File: config.mk
export PLATFORM = sky130hd
export DESIGN_NAME = tube_fifo_channel_flat
export DESIGN_NICKNAME = d
export VERILOG_FILES = /design/src/rtl/tube_pkg.sv /design/src/rtl/tube_fifo_channel_if.sv /design/src/rtl/tube_fifo_ram.sv /design/src/rtl/tube_fifo_channel.sv /design/src/flat_wrapper.sv
export SDC_FILE = /design/constraint.sdc
export NUM_CORES = 1
export LEC_CHECK = 0
export CORE_UTILIZATION = 35
export DETAILED_ROUTE_END_ITERATION = 16
export GPL_TIMING_DRIVEN = 0
export SETUP_SLACK_MARGIN = 0.1
export SLEW_MARGIN = 10
export SYNTH_ARGS = -nofsm -noshare
export SYNTH_HDL_FRONTEND = slang
export SYNTH_SLANG_ARGS = --single-unit
File: constraint.sdc
create_clock -name HO2 -period 5.65 [get_ports HO2]
set_input_delay 1.695 -clock HO2 [delete_from_list [all_inputs] [get_ports HO2]]
set_output_delay 1.695 -clock HO2 [all_outputs]
set_load 0.03 [all_outputs]
File: src/rtl/tube_pkg.sv
// tube_pkg: shared constants and helpers for the Tube ULA FIFO channels
// Holds status bit positions, register indices, per-register default depths
// and the occupancy-count width function used by every channel instance.
package tube_pkg;
    localparam int AVAIL_BIT   = 7;
    localparam int NOTFULL_BIT = 6;

    localparam logic [1:0] R1 = 2'd0;
    localparam logic [1:0] R2 = 2'd1;
    localparam logic [1:0] R3 = 2'd2;
    localparam logic [1:0] R4 = 2'd3;

    localparam int R1_P2H_DEPTH = 24;
    localparam int R1_H2P_DEPTH = 1;
    localparam int R2_DEPTH     = 1;
    localparam int R3_DEPTH     = 2;
    localparam int R4_DEPTH     = 1;

    function automatic int count_w(input int depth);
        return $clog2(depth + 1);
    endfunction
endpackage

File: src/rtl/tube_fifo_channel_if.sv
// tube_fifo_channel_if: handshake/status bundle between a Tube register user and its FIFO
// master: drives FLUSH, MULTI, WR_EN, WR_DATA, RD_EN, IRQ_EN; observes RD_DATA, AVAIL,
//         NOTFULL, IRQ, COUNT (and OVERRUN/UNDERRUN when TUBE_FIFO_ERR_FLAGS_EN is defined)
// slave:  the FIFO channel itself, opposite directions
interface tube_fifo_channel_if #(
    parameter int WIDTH = 8,
    parameter int DEPTH = 24
);
    import tube_pkg::*;
    logic                      FLUSH;
    logic                      MULTI;
    logic                      WR_EN;
    logic [WIDTH-1:0]          WR_DATA;
    logic                      RD_EN;
    logic [WIDTH-1:0]          RD_DATA;
    logic                      AVAIL;
    logic                      NOTFULL;
    logic                      IRQ_EN;
    logic                      IRQ;
    logic [count_w(DEPTH)-1:0] COUNT;
`ifdef TUBE_FIFO_ERR_FLAGS_EN
    logic                      OVERRUN;
    logic                      UNDERRUN;
    modport master (
        output FLUSH, MULTI, WR_EN, WR_DATA, RD_EN, IRQ_EN,
        input  RD_DATA, AVAIL, NOTFULL, IRQ, COUNT, OVERRUN, UNDERRUN
    );
    modport slave (
        input  FLUSH, MULTI, WR_EN, WR_DATA, RD_EN, IRQ_EN,
        output RD_DATA, AVAIL, NOTFULL, IRQ, COUNT, OVERRUN, UNDERRUN
    );
`else
    modport master (
        output FLUSH, MULTI, WR_EN, WR_DATA, RD_EN, IRQ_EN,
        input  RD_DATA, AVAIL, NOTFULL, IRQ, COUNT
    );
    modport slave (
        input  FLUSH, MULTI, WR_EN, WR_DATA, RD_EN, IRQ_EN,
        output RD_DATA, AVAIL, NOTFULL, IRQ, COUNT
    );
`endif
endinterface

File: src/rtl/tube_fifo_ram.sv
// tube_fifo_ram: DEPTH x WIDTH storage, synchronous write, asynchronous read
// Ports: clk, we, waddr, wdata (write side); raddr -> rdata (combinational read).
// Contents are deliberately not reset.
module tube_fifo_ram #(
    parameter int WIDTH = 8,
    parameter int DEPTH = 24,
    parameter int AW    = 5
) (
    input  logic             clk,
    input  logic             we,
    input  logic [AW-1:0]    waddr,
    input  logic [WIDTH-1:0] wdata,
    input  logic [AW-1:0]    raddr,
    output logic [WIDTH-1:0] rdata
);
    logic [WIDTH-1:0] mem [DEPTH];

    always_ff @(posedge clk)
        if (we) mem[waddr] <= wdata;

    assign rdata = mem[raddr];
endmodule

File: src/rtl/tube_fifo_channel.sv
// tube_fifo_channel: parametrised byte FIFO for one direction of a Tube ULA register
// Ports: HO2 (clock), HRST (async active-low reset), bus (tube_fifo_channel_if.slave):
//   FLUSH, MULTI, WR_EN/WR_DATA, RD_EN/RD_DATA (show-ahead), AVAIL, NOTFULL,
//   IRQ_EN/IRQ, COUNT. Defining TUBE_FIFO_ERR_FLAGS_EN adds sticky OVERRUN/UNDERRUN.
// DEPTH need not be a power of two; pointers wrap explicitly at DEPTH-1.
module tube_fifo_channel
    import tube_pkg::*;
#(
    parameter int WIDTH   = 8,
    parameter int DEPTH   = 24,
    parameter int MULTI_N = 2
) (
    input logic                 HO2,
    input logic                 HRST,
    tube_fifo_channel_if.slave  bus
);
    localparam int CW = count_w(DEPTH);
    localparam int PW = DEPTH > 1 ? $clog2(DEPTH) : 1;

    logic [PW-1:0]    head, tail;
    logic [CW-1:0]    count;
    logic [WIDTH-1:0] ram_q;
    logic             push, pop;

    function automatic logic [PW-1:0] bump(input logic [PW-1:0] p);
        return (p == PW'(DEPTH - 1)) ? '0 : p + 1'b1;
    endfunction

    // A pop in the same cycle frees a slot, so a full FIFO can still take a push.
    assign pop  = bus.RD_EN & ~bus.FLUSH & (count != '0);
    assign push = bus.WR_EN & ~bus.FLUSH & ((count < CW'(DEPTH)) | pop);

    always_ff @(posedge HO2 or negedge HRST)
        if (!HRST) begin
            head  <= '0;
            tail  <= '0;
            count <= '0;
        end else if (bus.FLUSH) begin
            head  <= '0;
            tail  <= '0;
            count <= '0;
        end else begin
            if (push) tail <= bump(tail);
            if (pop) head <= bump(head);
            count <= count + CW'(push) - CW'(pop);
        end

    tube_fifo_ram #(.WIDTH(WIDTH), .DEPTH(DEPTH), .AW(PW)) u_ram (
        .clk  (HO2),
        .we   (push),
        .waddr(tail),
        .wdata(bus.WR_DATA),
        .raddr(head),
        .rdata(ram_q)
    );

    // Status is purely a function of the registered count, so it is glitch-free
    // and follows MULTI changes in the same cycle without touching contents.
    assign bus.RD_DATA = (count != '0) ? ram_q : '0;
    assign bus.AVAIL   = bus.MULTI ? (count >= CW'(MULTI_N)) : (count != '0);
    assign bus.NOTFULL = bus.MULTI ? (count == '0) : (count < CW'(DEPTH));
    assign bus.IRQ     = bus.IRQ_EN & bus.AVAIL;
    assign bus.COUNT   = count;

`ifdef TUBE_FIFO_ERR_FLAGS_EN
    logic overrun, underrun;

    always_ff @(posedge HO2 or negedge HRST)
        if (!HRST) begin
            overrun  <= 1'b0;
            underrun <= 1'b0;
        end else if (bus.FLUSH) begin
            overrun  <= 1'b0;
            underrun <= 1'b0;
        end else begin
            if (bus.WR_EN & ~push) overrun <= 1'b1;
            if (bus.RD_EN & (count == '0)) underrun <= 1'b1;
        end

    assign bus.OVERRUN  = overrun;
    assign bus.UNDERRUN = underrun;
`else
`endif
endmodule
File: src/flat_wrapper.sv
// flat-port wrapper written by rule: the top's interface ports become plain ports
module tube_fifo_channel_flat import tube_pkg::*;
#(
    parameter int WIDTH   = 8,
    parameter int DEPTH   = 24,
    parameter int MULTI_N = 2
)
  (HO2, HRST, bus_FLUSH, bus_MULTI, bus_WR_EN, bus_WR_DATA, bus_RD_EN, bus_IRQ_EN, bus_RD_DATA, bus_AVAIL, bus_NOTFULL, bus_IRQ, bus_COUNT);
  tube_fifo_channel_if #(.WIDTH(WIDTH), .DEPTH(DEPTH)) bus_i ();
  input logic HO2;
  input logic HRST;
  input wire logic [$bits(bus_i.FLUSH)-1:0] bus_FLUSH;
  input wire logic [$bits(bus_i.MULTI)-1:0] bus_MULTI;
  input wire logic [$bits(bus_i.WR_EN)-1:0] bus_WR_EN;
  input wire logic [$bits(bus_i.WR_DATA)-1:0] bus_WR_DATA;
  input wire logic [$bits(bus_i.RD_EN)-1:0] bus_RD_EN;
  input wire logic [$bits(bus_i.IRQ_EN)-1:0] bus_IRQ_EN;
  output wire logic [$bits(bus_i.RD_DATA)-1:0] bus_RD_DATA;
  output wire logic [$bits(bus_i.AVAIL)-1:0] bus_AVAIL;
  output wire logic [$bits(bus_i.NOTFULL)-1:0] bus_NOTFULL;
  output wire logic [$bits(bus_i.IRQ)-1:0] bus_IRQ;
  output wire logic [$bits(bus_i.COUNT)-1:0] bus_COUNT;
  assign bus_i.FLUSH = bus_FLUSH;
  assign bus_i.MULTI = bus_MULTI;
  assign bus_i.WR_EN = bus_WR_EN;
  assign bus_i.WR_DATA = bus_WR_DATA;
  assign bus_i.RD_EN = bus_RD_EN;
  assign bus_i.IRQ_EN = bus_IRQ_EN;
  assign bus_RD_DATA = bus_i.RD_DATA;
  assign bus_AVAIL = bus_i.AVAIL;
  assign bus_NOTFULL = bus_i.NOTFULL;
  assign bus_IRQ = bus_i.IRQ;
  assign bus_COUNT = bus_i.COUNT;
  tube_fifo_channel #(.WIDTH(WIDTH), .DEPTH(DEPTH), .MULTI_N(MULTI_N)) u_core (.HO2(HO2), .HRST(HRST), .bus(bus_i));
endmodule
== Yosys cells after proc, flatten, opt, wreduce, memory -nomap -nowiden ==
Memory sizes are Yosys's and may differ from the RTL's.
Index checks and enable logic that the tools add are counted.
Word-level totals
  memories: 1
  output and inout bits: 16
  word-level logic and storage cells: 35
  memory bits (writable): 192
  input port bits: 15
  register bits after elaboration: 15
Cells by class
  multiplexer cells: 12
  eq/ne operators: 2
  reductions and logical operators: 4
  $add $sub $neg: 4
  bitwise operators: 7
  order comparisons: 2
Memories
  u_core.u_ram.mem: depth 24, bits a word 8, rd ports 1, clocked after memory_dff 0, write ports 1, RTL line tube_fifo_ram.sv:16  | logic [WIDTH-1:0] mem [DEPTH];
Operators with widths (number)
  $mux 5: 7
  $add 5x1->5 const B: 2
  $eq 5x5->1 const B: 2
  $mux 8: 1
  $add 5x1->5: 1
  $and 1x1->1: 5
  $ge 5x2->1 const B: 1
  $logic_not 5->1: 1
  $lt 5x5->1 const B: 1
  $reduce_bool 5->1: 1
  $sub 5x1->5: 1
  $mux 1: 4
  $reduce_bool 2->1: 2
  $not 1->1: 1
  $or 1x1->1: 1

== Logic depth before layout (Yosys ltp) ==
  depth in word-level cells: 8
  depth in mapped cells: 13
  gate-level depth less buffers: 13

== By module ==
A second synthesis with hierarchy kept.
Unflattened totals
  cell total of the unflattened synthesis: 506
  area, all modules: 8763.4 um^2
By module, submodules not included
  tube_fifo_ram: times used 1, cells each 375, area each 7559.8 um^2
  tube_fifo_channel: times used 1, cells each 131, area each 1203.7 um^2

== Least setup slack after synthesis ==
No wires, ideal clock.
  kind: input to output
  start: input port bus_MULTI
  end: output port bus_IRQ
  path slack: 1518 ps
  required time: 3955 ps
  data arrival time: 2437 ps
  stages on the path: 3
  path through: o31ai_1 -> a22o_1 -> and2_1
On the way
  word-level cells in the longest chain between the ends: 2
RTL lines
  from (decl): RTL line flat_wrapper.sv:13  | input wire logic [$bits(bus_i.MULTI)-1:0] bus_MULTI;
  $mux 1: RTL line tube_fifo_channel.sv:60  | assign bus.AVAIL = bus.MULTI ? (count >= CW'(MULTI_N)) : (count != '0);
  net bus_AVAIL: RTL line flat_wrapper.sv:19  | output wire logic [$bits(bus_i.AVAIL)-1:0] bus_AVAIL;
  $and 1x1->1: RTL line tube_fifo_channel.sv:62  | assign bus.IRQ = bus.IRQ_EN & bus.AVAIL;
  to (decl): RTL line flat_wrapper.sv:21  | output wire logic [$bits(bus_i.IRQ)-1:0] bus_IRQ;
The timed path passes the listed nets, and every way through them passes these cells.

== Worst setup path in the final report ==
  start: register u_core.head[2]
  end: output port bus_RD_DATA[4]
On the way
  word-level cells in the longest chain between the ends: 2
RTL lines
  from (decl): RTL line tube_fifo_channel.sv:20  | logic [PW-1:0] head, tail;
  from (signal assigned): RTL line tube_fifo_channel.sv:44  | if (pop) head <= bump(head);
  $mem_v2 24x8
  $mux 8: RTL line tube_fifo_channel.sv:59  | assign bus.RD_DATA = (count != '0) ? ram_q : '0;
  to (decl): RTL line flat_wrapper.sv:18  | output wire logic [$bits(bus_i.RD_DATA)-1:0] bus_RD_DATA;
No other way between the ends.

==> impl_metrics.ini <==
[run_status]
status = complete, no violations

[sta]
setup_violations = 0
hold_ws_ns = 0.627
fmax_mhz = 197
skew_ns = 0.0166
min_period_ns = 5.08
worst_slew_pin_slew_ns = 1.12
drv_slew = 0
final-hold-violation-count = 0
tns_ns = 0
period_share_pct = 89.9
slew_headroom_pct = 25.0
rsz0062_at_grt = no

[synth]
syn_area_um2 = 8500
synth_top_area_share_pct = 67.8
syn_avg_cell_area_um2 = 19.2
synth.area.top_cells = edfxtp_1, mux4_2, dfrtp_1
synthFlopType = edfxtp_1
synth_fp_nets = 473
ys_seq_elements = 207
synth_top_area_cell = edfxtp_1
seq_area_frac_synth_pct = 72.3
synthArstFlopShare_pct = 7.25
synth_edf_count = 192
syn-instance-count = 443
ys_types = 48
synth_warnings = 0

[place]
numPortBuffers = 30
post_dp_cell_area_um2 = 9200
dpl.hpwl_mm = 12.4
gp_congestion = 0.811

[worst_setup_path]
end_kind = output pin
setup.worst_path.class = reg2out
critPathLaunchType = flip-flop
crit_arrival_ns = 3.39
critPathMaxFanout = 10
crit_required_ns = 3.95

[drt]
wirelength_mm = 18.7
first_iter_violations = 365
via_per_inst = 5.23
drc = 0
antenna_left = 0
dr.pass1.iters = 4
wl_per_cell_um = 22.5
vias = 4349

[cts]
cts_root_buf = clkbuf_16
cts.sinks = 207
cts.htree.levels = 1
hold_buffers = 0
cts.path.max_buffers = 3
path_clk_slew_ns = 0.06
cts_resized = 0
cts_tree = done
numCtsBuffers = 22
cts_setup_buffers = 0
clock_latency_ns = 0.50

[cells_and_area]
nFillCells = 2077
fin_nets = 527
final_area_um2 = 9920
area_growth_pct = 16.7
multi_input_area_um2 = 2160
diodes = 0
drive_gt1_share_pct = 20.1
seqCellArea_um2 = 6140

[die]
core_area_um2 = 23600
die_w_um = 158
start_util_pct = 36.0
die_height_um = 158
die-area_um2 = 24900
fp-row-count = 56
io_pins = 31

[hold_path]
min_path_type = reg2reg

[global_routing]
grt_max_degree = 25
grt_pass1_wl_mm = 28.2
gr-total-overflow = 0
antenna_found_initial = 0
grt_use_total_pct = 15.8
grt_pass1_vias = 4582

[pwr]
power_density_nw_per_um2 = 420
power_leakage_nw = 3.17
power_mw = 4.16
vdd_drop_max_v = 0.000200

[flow_run]
cap_violations = 0
[registers in the layout, indices dropped and copies added (netlist names)]
name	flops
u_core.bus.COUNT	5
u_core.head	5
u_core.tail	5
u_core.u_ram.mem	192
[path summary, 6_finish.rpt]
path	cells past startpoint	from	slack (ns)	end
hold / removal	2	u_core.tail[1]	0.63	u_core.tail[1]
setup / recovery	6	u_core.head[2]	0.57	bus_RD_DATA[4]
setup reg to reg	13	u_core.bus.COUNT[3]	2.48	u_core.bus.COUNT[4]
min in group asynchronous	1	HRST	1.62	u_core.head[4]
max in group asynchronous	1	HRST	3.58	u_core.tail[1]
hold reg to reg	2	u_core.tail[1]	0.63	u_core.tail[1]
[power breakdown]
| group | leakage, nW | internal (mW) | total [mW] | switching (mW) |
|---|---|---|---|---|
| logic | 0.887 | 0.437 | 0.996 | 0.559 |
| clock network | 0.352 | 0.835 | 1.42 | 0.585 |
| registers | 1.93 | 1.71 | 1.75 | 0.0332 |
[critical path, stage by stage, from the launching register on]
cell             delay, ns
dfrtp_1               0.32
buf_4                 0.16
clkbuf_1              0.64
mux4_2                0.36
o22ai_1               0.14
nor4_1                0.49
clkdlybuf4s50_1       0.78
[synthesized netlist by cell type, types with 4 or more instances]
| library cell | instances |
|---|---|
| buf_2 | 8 |
| inv_1 | 14 |
| ha_1 | 14 |
| nand2_1 | 10 |
| mux2i_1 | 13 |
| mux4_2 | 45 |
| nor2b_1 | 5 |
| o22ai_1 | 7 |
| nor2_1 | 37 |
| a21oi_1 | 4 |
| nand3_1 | 8 |
| a221oi_1 | 5 |
| o21ai_0 | 6 |
| edfxtp_1 | 192 |
| dfrtp_1 | 15 |
| o221ai_1 | 5 |
| clkbuf_1 | 5 |
[cell type report]
class / instances / area share [%]
Tap cell: 319 / 4.03
Multi-Input combinational cell: 200 / 21.8
Sequential cell: 207 / 61.9
Timing Repair Buffer: 30 / 3.03
Clock inverter: 16 / 1.40
Clock buffer: 24 / 5.84
Inverter: 15 / 0.568
Buffer: 21 / 1.44
[cells by family (layout without fill, tap and decap cells)]
| family | count (synthesis) | count (layout) | synth area share [%] |
|---|---|---|---|
| DFF | 207 | 207 | 72.3 |
| and+or+nand+nor | 80 | 80 | 4.70 |
| muxes | 61 | 61 | 14.4 |
| AOI/OAI and AO/OA | 40 | 40 | 3.61 |
| buffers and inverters | 36 | 106 | 2.34 |
| adders and majority gates | 15 | 15 | 2.30 |
| xor gates and xnor gates | 4 | 4 | 0.412 |
[per-layer routing]
metal / track usage, % / share of wire (%) / vias to the layer above / wire (µm)
met4: 3.56 / 2.1 / 0 / 388
met3: 2.82 / 4.6 / 30 / 856
met2: 26.2 / 48 / 107 / 9040
li1: - / - / 1907 / -
met5: 0 / 0 / - / 0
met1: 21.6 / 45 / 2305 / 8420
[layout by cell type (no fill, tap or decap), types with 4 or more instances in the layout]
cell             count
clkinv_2             8
a21oi_1              4
nor2_1              37
nand3_1              8
edfxtp_1           192
clkbuf_1             6
buf_2                8
o22ai_1              7
nor2b_1              5
a221oi_1             5
dfrtp_1             15
o21ai_0              6
mux4_2              45
mux2i_1             13
ha_1                14
inv_1               14
o221ai_1             5
clkbuf_16           23
clkdlybuf4s50_1     30
nand2_1             10
[through the flow]
stage	std cells	worst slack (ns)	util, %
after global placement	792	0.746	39.0
after CTS	832	0.473	42.0
final	832	0.568	42.0
after global routing	832	0.410	42.0
after detailed placement	792	0.724	39.0
after floorplan	443	1.52	-
No activity file was read; power rests on OpenSTA's default activity.
